## src/rtl/pong_pkg.sv

```systemverilog
// Shared definitions for the Pong match controller: state encoding,
// serve-direction constants and default grid geometry.
package pong_pkg;

    typedef enum logic [2:0] {
        S_IDLE       = 3'd0,
        S_SERVE      = 3'd1,
        S_RUNNING    = 3'd2,
        S_POINT      = 3'd3,
        S_MATCH_OVER = 3'd4
    } state_t;

    localparam logic SERVE_LEFT  = 1'b0;
    localparam logic SERVE_RIGHT = 1'b1;

    localparam int DEF_GAME_WIDTH    = 40;
    localparam int DEF_GAME_HEIGHT   = 30;
    localparam int DEF_PADDLE_HEIGHT = 6;

endpackage

```

## src/rtl/pong_frame_timer.sv

```systemverilog
// 8-bit loadable down-counter stepped by the frame tick; o_Done fires on a
// tick that arrives while the count is already zero.
module pong_frame_timer (
    input  logic       i_Clk,
    input  logic       i_Rst_n,
    input  logic       i_Tick,
    input  logic       i_Load,
    input  logic [7:0] i_Load_Val,
    output logic       o_Done
);

    logic [7:0] r_count;

    always_ff @(posedge i_Clk or negedge i_Rst_n) begin
        if (!i_Rst_n) begin
            r_count <= 8'd0;
        end else if (i_Load) begin
            r_count <= i_Load_Val;
        end else if (i_Tick && (r_count != 8'd0)) begin
            r_count <= r_count - 8'd1;
        end
    end

    assign o_Done = i_Tick && (r_count == 8'd0);

endmodule

```

## src/rtl/pong_match_ctrl.sv

```systemverilog
// Pong match controller: start-edge detection, timed serve, pause, miss
// scoring and a timed match-over hold that clears the scores.
module pong_match_ctrl
    import pong_pkg::*;
#(
    parameter int GAME_WIDTH      = DEF_GAME_WIDTH,
    parameter int GAME_HEIGHT     = DEF_GAME_HEIGHT,
    parameter int COORD_W         = 6,
    parameter int PADDLE_HEIGHT   = DEF_PADDLE_HEIGHT,
    parameter int SCORE_LIMIT     = 9,
    parameter int SCORE_W         = 4,
    parameter int SERVE_FRAMES    = 60,
    parameter int WIN_HOLD_FRAMES = 180
) (
    input  logic               i_Clk,
    input  logic               i_Rst_n,
    input  logic               i_Frame_Tick,
    input  logic               i_Game_Start,
    input  logic               i_Pause,
    input  logic [COORD_W-1:0] i_Ball_X,
    input  logic [COORD_W-1:0] i_Ball_Y,
    input  logic [COORD_W-1:0] i_Paddle_Y_P1,
    input  logic [COORD_W-1:0] i_Paddle_Y_P2,
    output logic               o_Game_Active,
    output logic               o_Ball_Reset,
    output logic               o_Serve_Dir,
    output logic [SCORE_W-1:0] o_P1_Score,
    output logic [SCORE_W-1:0] o_P2_Score,
    output logic               o_Point_Pulse,
    output logic               o_Match_Over,
    output logic               o_Winner,
    output logic [2:0]         o_State
);

    localparam logic [COORD_W-1:0] RIGHT_COL = COORD_W'(GAME_WIDTH - 1);
    localparam logic [COORD_W:0]   PH_M1     = (COORD_W + 1)'(PADDLE_HEIGHT - 1);
    localparam logic [COORD_W:0]   ROW_MAX   = (COORD_W + 1)'(GAME_HEIGHT - 1);

    state_t r_state, w_next_state;

    logic r_start_prev, r_armed, w_start_rise;
    logic r_game_active, r_ball_reset, r_serve_dir, r_point_pulse;
    logic r_match_over, r_winner, r_scorer_p2;
    logic [SCORE_W-1:0] r_p1_score, r_p2_score;

    logic w_game_active_next, w_ball_reset_next, w_serve_dir_next, w_point_pulse_next;
    logic w_match_over_next, w_winner_next, w_scorer_p2_next;
    logic [SCORE_W-1:0] w_p1_score_next, w_p2_score_next, w_p1_inc, w_p2_inc;

    logic               w_limit_hit, w_p1_miss, w_p2_miss, w_miss;
    logic               w_timer_load, w_timer_done;
    logic [7:0]         w_timer_val;
    logic [1:0]         w_hit;
    logic [COORD_W-1:0] w_pad_y [2];
    logic [COORD_W:0]   w_ball_y;

    // r_armed masks the first cycle after reset so a start held through reset is not an edge
    assign w_start_rise = i_Game_Start && !r_start_prev && r_armed;

    assign w_pad_y[0] = i_Paddle_Y_P1;
    assign w_pad_y[1] = i_Paddle_Y_P2;
    assign w_ball_y   = {1'b0, i_Ball_Y};

    // Windows are widened by one bit so a paddle near the bottom cannot wrap
    for (genvar gi = 0; gi < 2; gi++) begin : g_window
        logic [COORD_W:0] w_top, w_bot_raw, w_bot;
        assign w_top     = {1'b0, w_pad_y[gi]};
        assign w_bot_raw = w_top + PH_M1;
        assign w_bot     = (w_bot_raw > ROW_MAX) ? ROW_MAX : w_bot_raw;
        assign w_hit[gi] = (w_ball_y >= w_top) && (w_ball_y <= w_bot);
    end

    assign w_p1_miss = (r_state == S_RUNNING) && !i_Pause && (i_Ball_X == '0) && !w_hit[0];
    assign w_p2_miss = (r_state == S_RUNNING) && !i_Pause && (i_Ball_X == RIGHT_COL) && !w_hit[1];
    assign w_miss    = w_p1_miss || w_p2_miss;

    assign w_p1_inc    = r_p1_score + SCORE_W'(1);
    assign w_p2_inc    = r_p2_score + SCORE_W'(1);
    assign w_limit_hit = (r_scorer_p2 ? w_p2_inc : w_p1_inc) == SCORE_W'(SCORE_LIMIT);

    assign w_timer_load = ((r_state == S_IDLE) && w_start_rise) || (r_state == S_POINT);
    assign w_timer_val  = ((r_state == S_POINT) && w_limit_hit) ? 8'(WIN_HOLD_FRAMES) : 8'(SERVE_FRAMES);

    pong_frame_timer u_timer (
        .i_Clk      (i_Clk),
        .i_Rst_n    (i_Rst_n),
        .i_Tick     (i_Frame_Tick),
        .i_Load     (w_timer_load),
        .i_Load_Val (w_timer_val),
        .o_Done     (w_timer_done)
    );

    always_ff @(posedge i_Clk or negedge i_Rst_n) begin
        if (!i_Rst_n) begin
            r_state <= S_IDLE;
        end else begin
            r_state <= w_next_state;
        end
    end

    always_comb begin
        w_next_state = r_state;
        case (r_state)
            S_IDLE:       if (w_start_rise) w_next_state = S_SERVE;
            S_SERVE:      if (w_timer_done) w_next_state = S_RUNNING;
            S_RUNNING:    if (w_miss)       w_next_state = S_POINT;
            S_POINT:      w_next_state = w_limit_hit ? S_MATCH_OVER : S_SERVE;
            S_MATCH_OVER: if (w_timer_done) w_next_state = S_IDLE;
            default:      w_next_state = S_IDLE;
        endcase
    end

    always_comb begin
        w_game_active_next = (r_state == S_RUNNING) && !i_Pause && !w_miss;
        w_ball_reset_next  = (w_next_state != S_RUNNING);
        w_match_over_next  = (w_next_state == S_MATCH_OVER);
        w_point_pulse_next = (r_state == S_POINT);
        w_serve_dir_next   = r_serve_dir;
        w_winner_next      = r_winner;
        w_scorer_p2_next   = r_scorer_p2;
        w_p1_score_next    = r_p1_score;
        w_p2_score_next    = r_p2_score;
        case (r_state)
            S_RUNNING: if (w_miss) w_scorer_p2_next = w_p1_miss;
            S_POINT: begin
                if (r_scorer_p2) w_p2_score_next = w_p2_inc;
                else             w_p1_score_next = w_p1_inc;
                if (w_limit_hit) w_winner_next = r_scorer_p2;
                else             w_serve_dir_next = r_scorer_p2 ? SERVE_LEFT : SERVE_RIGHT;
            end
            S_MATCH_OVER: if (w_timer_done) begin
                w_p1_score_next  = '0;
                w_p2_score_next  = '0;
                w_serve_dir_next = SERVE_LEFT;
            end
            default: ;
        endcase
    end

    always_ff @(posedge i_Clk or negedge i_Rst_n) begin
        if (!i_Rst_n) begin
            r_start_prev  <= 1'b0;
            r_armed       <= 1'b0;
            r_game_active <= 1'b0;
            r_ball_reset  <= 1'b1;
            r_serve_dir   <= SERVE_LEFT;
            r_point_pulse <= 1'b0;
            r_match_over  <= 1'b0;
            r_winner      <= 1'b0;
            r_scorer_p2   <= 1'b0;
            r_p1_score    <= '0;
            r_p2_score    <= '0;
        end else begin
            r_start_prev  <= i_Game_Start;
            r_armed       <= 1'b1;
            r_game_active <= w_game_active_next;
            r_ball_reset  <= w_ball_reset_next;
            r_serve_dir   <= w_serve_dir_next;
            r_point_pulse <= w_point_pulse_next;
            r_match_over  <= w_match_over_next;
            r_winner      <= w_winner_next;
            r_scorer_p2   <= w_scorer_p2_next;
            r_p1_score    <= w_p1_score_next;
            r_p2_score    <= w_p2_score_next;
        end
    end

    assign o_Game_Active = r_game_active;
    assign o_Ball_Reset  = r_ball_reset;
    assign o_Serve_Dir   = r_serve_dir;
    assign o_P1_Score    = r_p1_score;
    assign o_P2_Score    = r_p2_score;
    assign o_Point_Pulse = r_point_pulse;
    assign o_Match_Over  = r_match_over;
    assign o_Winner      = r_winner;
    assign o_State       = r_state;

endmodule

```

## config.mk

```make
export PLATFORM = sky130hd
export DESIGN_NAME = pong_match_ctrl
export DESIGN_NICKNAME = d
export VERILOG_FILES = /design/src/rtl/pong_pkg.sv /design/src/rtl/pong_frame_timer.sv /design/src/rtl/pong_match_ctrl.sv
export SDC_FILE = /design/constraint.sdc
export NUM_CORES = 1
export LEC_CHECK = 0
export BUFFER_PORTS_ARGS = -buffer_cell sky130_fd_sc_hd__buf_4
export CORE_ASPECT_RATIO = 0.6
export CORE_MARGIN = 10
export CORE_UTILIZATION = 41
export CTS_CLUSTER_DIAMETER = 50
export DETAILED_ROUTE_END_ITERATION = 10
export MAX_ROUTING_LAYER = met4
export SLEW_MARGIN = 20
export SYNTH_ARGS = -nofsm -noshare
export SYNTH_HDL_FRONTEND = slang
export SYNTH_SLANG_ARGS = --single-unit
```

## constraint.sdc

```tcl
create_clock -name i_Clk -period 3.3 [get_ports i_Clk]
set_input_delay 0.165 -clock i_Clk [delete_from_list [all_inputs] [get_ports i_Clk]]
set_output_delay 0.165 -clock i_Clk [all_outputs]
set_load 0.1 [all_outputs]
```

==> Word-level counts from Yosys, hierarchy flattened <==
Index checks and enable logic that the tools add are counted.
Widths: inputs -> output; s select.
{ "word_totals": {"ff_bits": 28, "latch_bits": 0, "ram_bits": 0, "romBits": 0, "input_bits": 29, "out_inout_bits": 17, "word_cells": 89, "mem_count": 0} }
{ "classes": {"addsub": 5, "multipliers": 0, "n_div": 0, "magnitude_cmp": 6, "eq_ne": 12, "n_shift": 0, "n_mux": 21, "bitwise_logic": 0, "n_reduce_logical": 32} }
{ "op_table": {"columns": ["cell", "n"], "rows": [
  ["$mux 8", 3],
  ["$mux 4", 4],
  ["$pmux 4 s2", 2],
  ["$mux 3", 5],
  ["$pmux 3 s5", 1],
  ["$add 6x3->7 const B", 2],
  ["$gt 7x5->1 const B", 2],
  ["$le 6x7->1", 2],
  ["$logic_and 1x1->1", 14],
  ["$mux 7", 2],
  ["$ge 6x6->1", 2],
  ["$reduce_and 3->1", 3],
  ["$add 4x1->4 const B", 2],
  ["$logic_not 8->1", 1],
  ["$reduce_bool 8->1", 1],
  ["$sub 8x1->8 const B", 1],
  ["$eq 3x2->1 const B", 2],
  ["$eq 3x3->1 const B", 2],
  ["$eq 6x6->1 const B", 1],
  ["$logic_not 6->1", 1],
  ["$ne 2x2->1 const B", 3],
  ["$logic_not 1->1", 5],
  ["$eq 4x4->1 const B", 1],
  ["$reduce_and 2->1", 2],
  ["other kinds (8)", 12]
]} }

==> Depth between registers and ports, before layout <==
{ "logic_depth": {"ltp_word": 11, "depth_mapped": 13, "mapped_depth_nobuf": 13} }

==> Cells and area by module <==
A second synthesis with hierarchy kept.
{ "hier_totals": {"cells_unflattened": 264, "hier_area_um2": 2373.5} }
{ "modules_own_cells": {"columns": ["module", "n_inst", "cells_each", "area_per_inst_um2", "seq_area_each_um2"], "rows": [
  ["pong_match_ctrl", 1, 208, 1823.0, 501.7],
  ["pong_frame_timer", 1, 56, 550.5, 200.2]
]} }

==> Worst setup path after synthesis <==
No wires, ideal clock.
{ "synth_path": {"kind": "input port to flip-flop", "startpoint": "input port i_Paddle_Y_P1[0]", "endpoint": "register r_state[0] (netlist: o_State[0])", "setup_time_ns": 0.127, "t_arrival_ns": 2.670, "required_time_ns": 3.173, "setup_slack_ns": 0.502, "cell_stages": 11, "path_buffers": 0, "cell_sequence": "ha_1 or2_2 a211o_1 a211oi_1 nor3_1 ha_1 a21o_1 a21o_1 o221ai_1 nand4_1 or2_2"} }
{ "synth_via": {"elab_chain_cells": 10, "word_cells_on_any_way": 11, "classes_between": "add/sub: 1; order compare: 3; mux: 3; reduce/logical: 4"} }
{ "synth_lines": {"columns": ["element", "line", "rtl"], "rows": [
  ["start: declaration", "pong_match_ctrl.sv:22", "input logic [COORD_W-1:0] i_Paddle_Y_P1,"],
  ["$add 6x3->7", "pong_match_ctrl.sv:68", "assign w_bot_raw = w_top + PH_M1;"],
  ["$gt 7x5->1", "pong_match_ctrl.sv:69", "assign w_bot = (w_bot_raw > ROW_MAX) ? ROW_MAX : w_bot_raw;"],
  ["$mux 7", "pong_match_ctrl.sv:69", null],
  ["$le 6x7->1", "pong_match_ctrl.sv:70", "assign w_hit[gi] = (w_ball_y >= w_top) && (w_ball_y <= w_bot);"],
  ["$logic_and 1x1->1 (*)", "pong_match_ctrl.sv:70", null],
  ["$logic_not 1->1 (*)", "pong_match_ctrl.sv:73", "assign w_p1_miss = (r_state == S_RUNNING) && !i_Pause && (i_Ball_X == '0) && !w_hit[0];"],
  ["$logic_and 1x1->1 (*)", "pong_match_ctrl.sv:73", null],
  ["$logic_or 1x1->1 (*)", "pong_match_ctrl.sv:75", "assign w_miss = w_p1_miss || w_p2_miss;"],
  ["$mux 3 (*)", "pong_match_ctrl.sv:106", "S_RUNNING: if (w_miss) w_next_state = S_POINT;"],
  ["$pmux 3 s5 (*)", "pong_match_ctrl.sv:103", "case (r_state)"],
  ["named net w_next_state[0]", "pong_match_ctrl.sv:39", "state_t r_state, w_next_state;"],
  ["end signal: assignment", "pong_match_ctrl.sv:97", "r_state <= w_next_state;"],
  ["end: declaration", "pong_match_ctrl.sv:39", null]
]} }
Mark *: on every way through the listed nets, which the timed path passes. The rest lies on a longest branch.
A chain may end at the register's enable or synchronous reset.

==> Worst setup path after layout <==
Same ends and word-level chain as after synthesis.

==> results.py <==
metrics = {
    "run_status": {
        "status": "finished clean",
    },
    "placed_design": {
        "numPortBuffers": 45,
        "place_congestion": 0.824,
        "dp_hpwl_mm": 4.77,
    },
    "critical_path": {
        "slowest_stage": "or2_2",
        "worst-path-buf-inv": 2,
        "required_ps": 3460,
        "end_kind": "flip-flop",
        "cp_data_arrival_time_ps": 3010,
        "crit_family": "simple AND/OR/NAND/NOR gates",
        "r2r_cells": 6,
        "path_depth": 14,
        "start_kind": "primary input",
        "crit_path_max_incr_delay_ps": 320,
        "path_cells": "buf_4, ha_1, or2_2, a211oi_1, a211o_1, a211oi_1, buf_4, nor3_1, ha_1, a21o_1, a21o_1, o221ai_1, nand4_1, or2_2",
        "setup.worst_path.class": "primary input to flip-flop",
        "crit_fanout": 7,
        "r2r_slack_ps": 1090,
    },
    "detailed_routing": {
        "dr_total_vias": 2054,
        "drt_iter0_drc": 100,
        "via_per_inst": 5.43,
        "drc_errors": 0,
        "drtPass1Iterations": 4,
        "wirelength_mm": 5.73,
        "wl_per_cell_um": 15.2,
        "final_antenna_net_count": 0,
    },
    "die": {
        "core_um2": 5520,
        "fp.dieW_um": 117,
        "start_util_pct": 41.7,
        "die_y_um": 78.0,
        "dieArea_um2": 9110,
        "row_count": 21,
        "num_io_pins": 46,
    },
    "sta": {
        "rsz0062_at_grt": "no",
        "fin_hold_ws_ps": 190,
        "max_freq_mhz": 351,
        "skew_ps": 2.58,
        "hold_viol": 0,
        "finalCritPeriodShare_pct": 86.3,
        "maxSlewViolCount": 0,
        "relSlewSlack_pct": 61.2,
        "finalSetupViolCount": 0,
        "fin_setup_tns_ps": 0,
        "layout_min_cycle_time_ps": 2850,
        "tightest_slew_ps": 583,
    },
    "cts": {
        "cts_tree": "yes",
        "cts_max_path_buffers": 2,
        "clock_latency_ps": 270,
        "cts_root_buf": "clkbuf_8",
        "clk_pin_slew_worst_paths_ps": 90,
        "htreeDepth": 1,
        "cts_buffers": 3,
        "cts.sinks": 28,
    },
    "min_path": {
        "hold_depth": 3,
        "hp-class": "primary input to flip-flop",
    },
    "synth": {
        "synth_ff_type": "dfrtp_1",
        "muxShareOfSynthArea_pct": 1.41,
        "synth_top_family_by_area": "simple AND/OR/NAND/NOR gates",
        "synth-adder-area-share_pct": 17.4,
        "yosys_register_bits": 28,
        "ys_types": 51,
        "synthSimpleGateAreaFrac_pct": 22.8,
        "ys_seq_area_share_pct": 30.5,
        "synth_compound_area_share_pct": 18.6,
        "synth_area_um2": 2300,
        "async_flop_share_pct": 100,
        "synth-xor-area-share_pct": 5.71,
        "synth_cells": 257,
        "synth-edff-count": 0,
        "synth_area_per_cell_um2": 8.96,
        "yosys_warnings": 0,
    },
    "pwr": {
        "p_per_area_nw_per_um2": 351,
        "finalPower_mw": 0.984,
        "power.leakage_nw": 1.34,
        "vdd_drop_max_mv": 0.226,
    },
    "final_layout": {
        "regArea_um2": 702,
        "fin_nets": 371,
        "finalCoreUtilization_pct": 50.9,
        "multiInputGateArea_um2": 1530,
        "fillers": 543,
        "area_growth_pct": 22.0,
        "drive_gt1_share_pct": 19.7,
        "antenna_cells": 0,
    },
    "grt": {
        "globalRouteTotalUtil_pct": 13.2,
        "antenna_found_initial": 0,
        "grt-ovfl-total": 0,
        "grt_max_degree": 29,
        "grt_pass1_wl_mm": 9.76,
        "first_global_vias": 2003,
    },
    "job": {
        "cap_violations": 0,
    },
}
cell usage in the layout (no fill, tap or decap), types with 4 or more instances in the layout:
master,Yosys,routed
o221ai_1,4,4
a21oi_1,20,20
nand2b_1,4,4
or2_2,4,4
nor2_1,15,15
nand3b_1,7,7
nand4_1,5,5
a21o_1,7,7
dfrtp_1,27,27
nor3_1,9,9
o21ai_0,10,10
a211oi_1,5,5
xnor2_1,12,12
nand3_1,14,14
ha_1,32,32
inv_1,19,19
nand2_1,13,13
clkbuf_8,0,4
buf_4,0,46
worst paths after layout:
path                                                     start                         to
min in group asynchronous                              i_Rst_n  o_P2_Score[3]$_DFFE_PN0P_
worst min-delay path                                   i_Pause    o_Game_Active$_DFF_PN0_
worst min register to register            o_Winner$_DFFE_PN0P_       o_Winner$_DFFE_PN0P_
worst max register to register  u_timer.r_count[0]$_DFFE_PN0P_  o_P1_Score[0]$_DFFE_PN0P_
worst max-delay path                          i_Paddle_Y_P1[0]       o_State[0]$_DFF_PN0_
max in group asynchronous                              i_Rst_n     o_Ball_Reset$_DFF_PN1_
worst register-to-register path, delay by kind of cell, from the launching register on:
kind                       cells  cell delay, ps
adders and majority gates      1             160
buffers and inverters          1             130
DFF                            1             410
muxes                          1             300
and+or+nand+nor                3            1120
sequential cells by signal (all words and copies together), names as in the netlist:
register	cells
o_Match_Over	1
o_State	3
o_Ball_Reset	1
o_Point_Pulse	1
r_scorer_p2	1
r_start_prev	1
o_Serve_Dir	1
o_P2_Score	4
o_P1_Score	4
u_timer.r_count	8
o_Winner	1
r_armed	1
o_Game_Active	1
synthesized netlist by cell type (2+ instances only):
master	number	share of area, %
a211oi_1	5	1.6
a21o_1	7	2.3
a21oi_1	20	4.3
a22o_1	2	0.76
a31oi_1	2	0.54
and3_1	3	0.82
dfrtp_1	27	29
ha_1	32	17
inv_1	19	3.1
mux2_2	2	0.98
nand2_1	13	2.1
nand2b_1	4	1.1
nand3_1	14	3.0
nand3b_1	7	2.3
nand4_1	5	1.4
nor2_1	15	2.4
nor3_1	9	2.0
nor4_1	2	0.54
o21ai_0	10	2.2
o21bai_1	2	0.65
o221ai_1	4	1.5
o22a_1	3	1.1
o22ai_1	2	0.54
o31ai_1	2	0.65
or2_2	4	1.1
or3_1	3	0.82
or4b_4	2	1.2
xnor2_1	12	4.6
xor2_1	3	1.1
per-layer routing:
layer	vias to the layer above	wire length [um]	GRT usage (%)
met5	-	0	-
met4	0	11	1.11
met3	2	239	2.96
met2	29	2290	17.6
met1	967	3190	20.0
li1	1056	-	-
through the flow:
step	instances	setup slack [ps]	instance area, um^2
after detailed placement	372	194	2730
after global placement	372	291	2730
after global routing	378	239	2810
final	378	451	2810
after floorplan	259	502	2310
after CTS	377	474	2800
final cells by class:
type                    count  area share, %
clock buffers               4           1.96
inverters                  19           2.54
multi-input cells         210           54.4
flip-flops and latches     28           25.0
well taps                  69           3.07
repair buffers             48           13.0
cells by family after synthesis:
| logic type | Yosys count |
|---|---|
| AOI/OAI and AO/OA | 65 |
| xor gates and xnor gates | 15 |
| adders and majority gates | 32 |
| buffers and inverters | 21 |
| DFF | 28 |
| muxes | 3 |
| other | 1 |
| and+or+nand+nor | 92 |
power by group:
| group | internal (mW) | leakage [nW] | switching (mW) | total [mW] |
|---|---|---|---|---|
| sequential | 0.387 | 0.335 | 0.0453 | 0.432 |
| combinational | 0.144 | 0.977 | 0.199 | 0.343 |
| clock | 0.107 | 0.0288 | 0.103 | 0.210 |
what timing repair did:
action,4_1_cts,5_1_grt
gates resized for setup,0,0
hold buffers,1,1
buffers inserted,0,0
hold endpoints to repair,27,1
(Power assumes the default switching activity.)
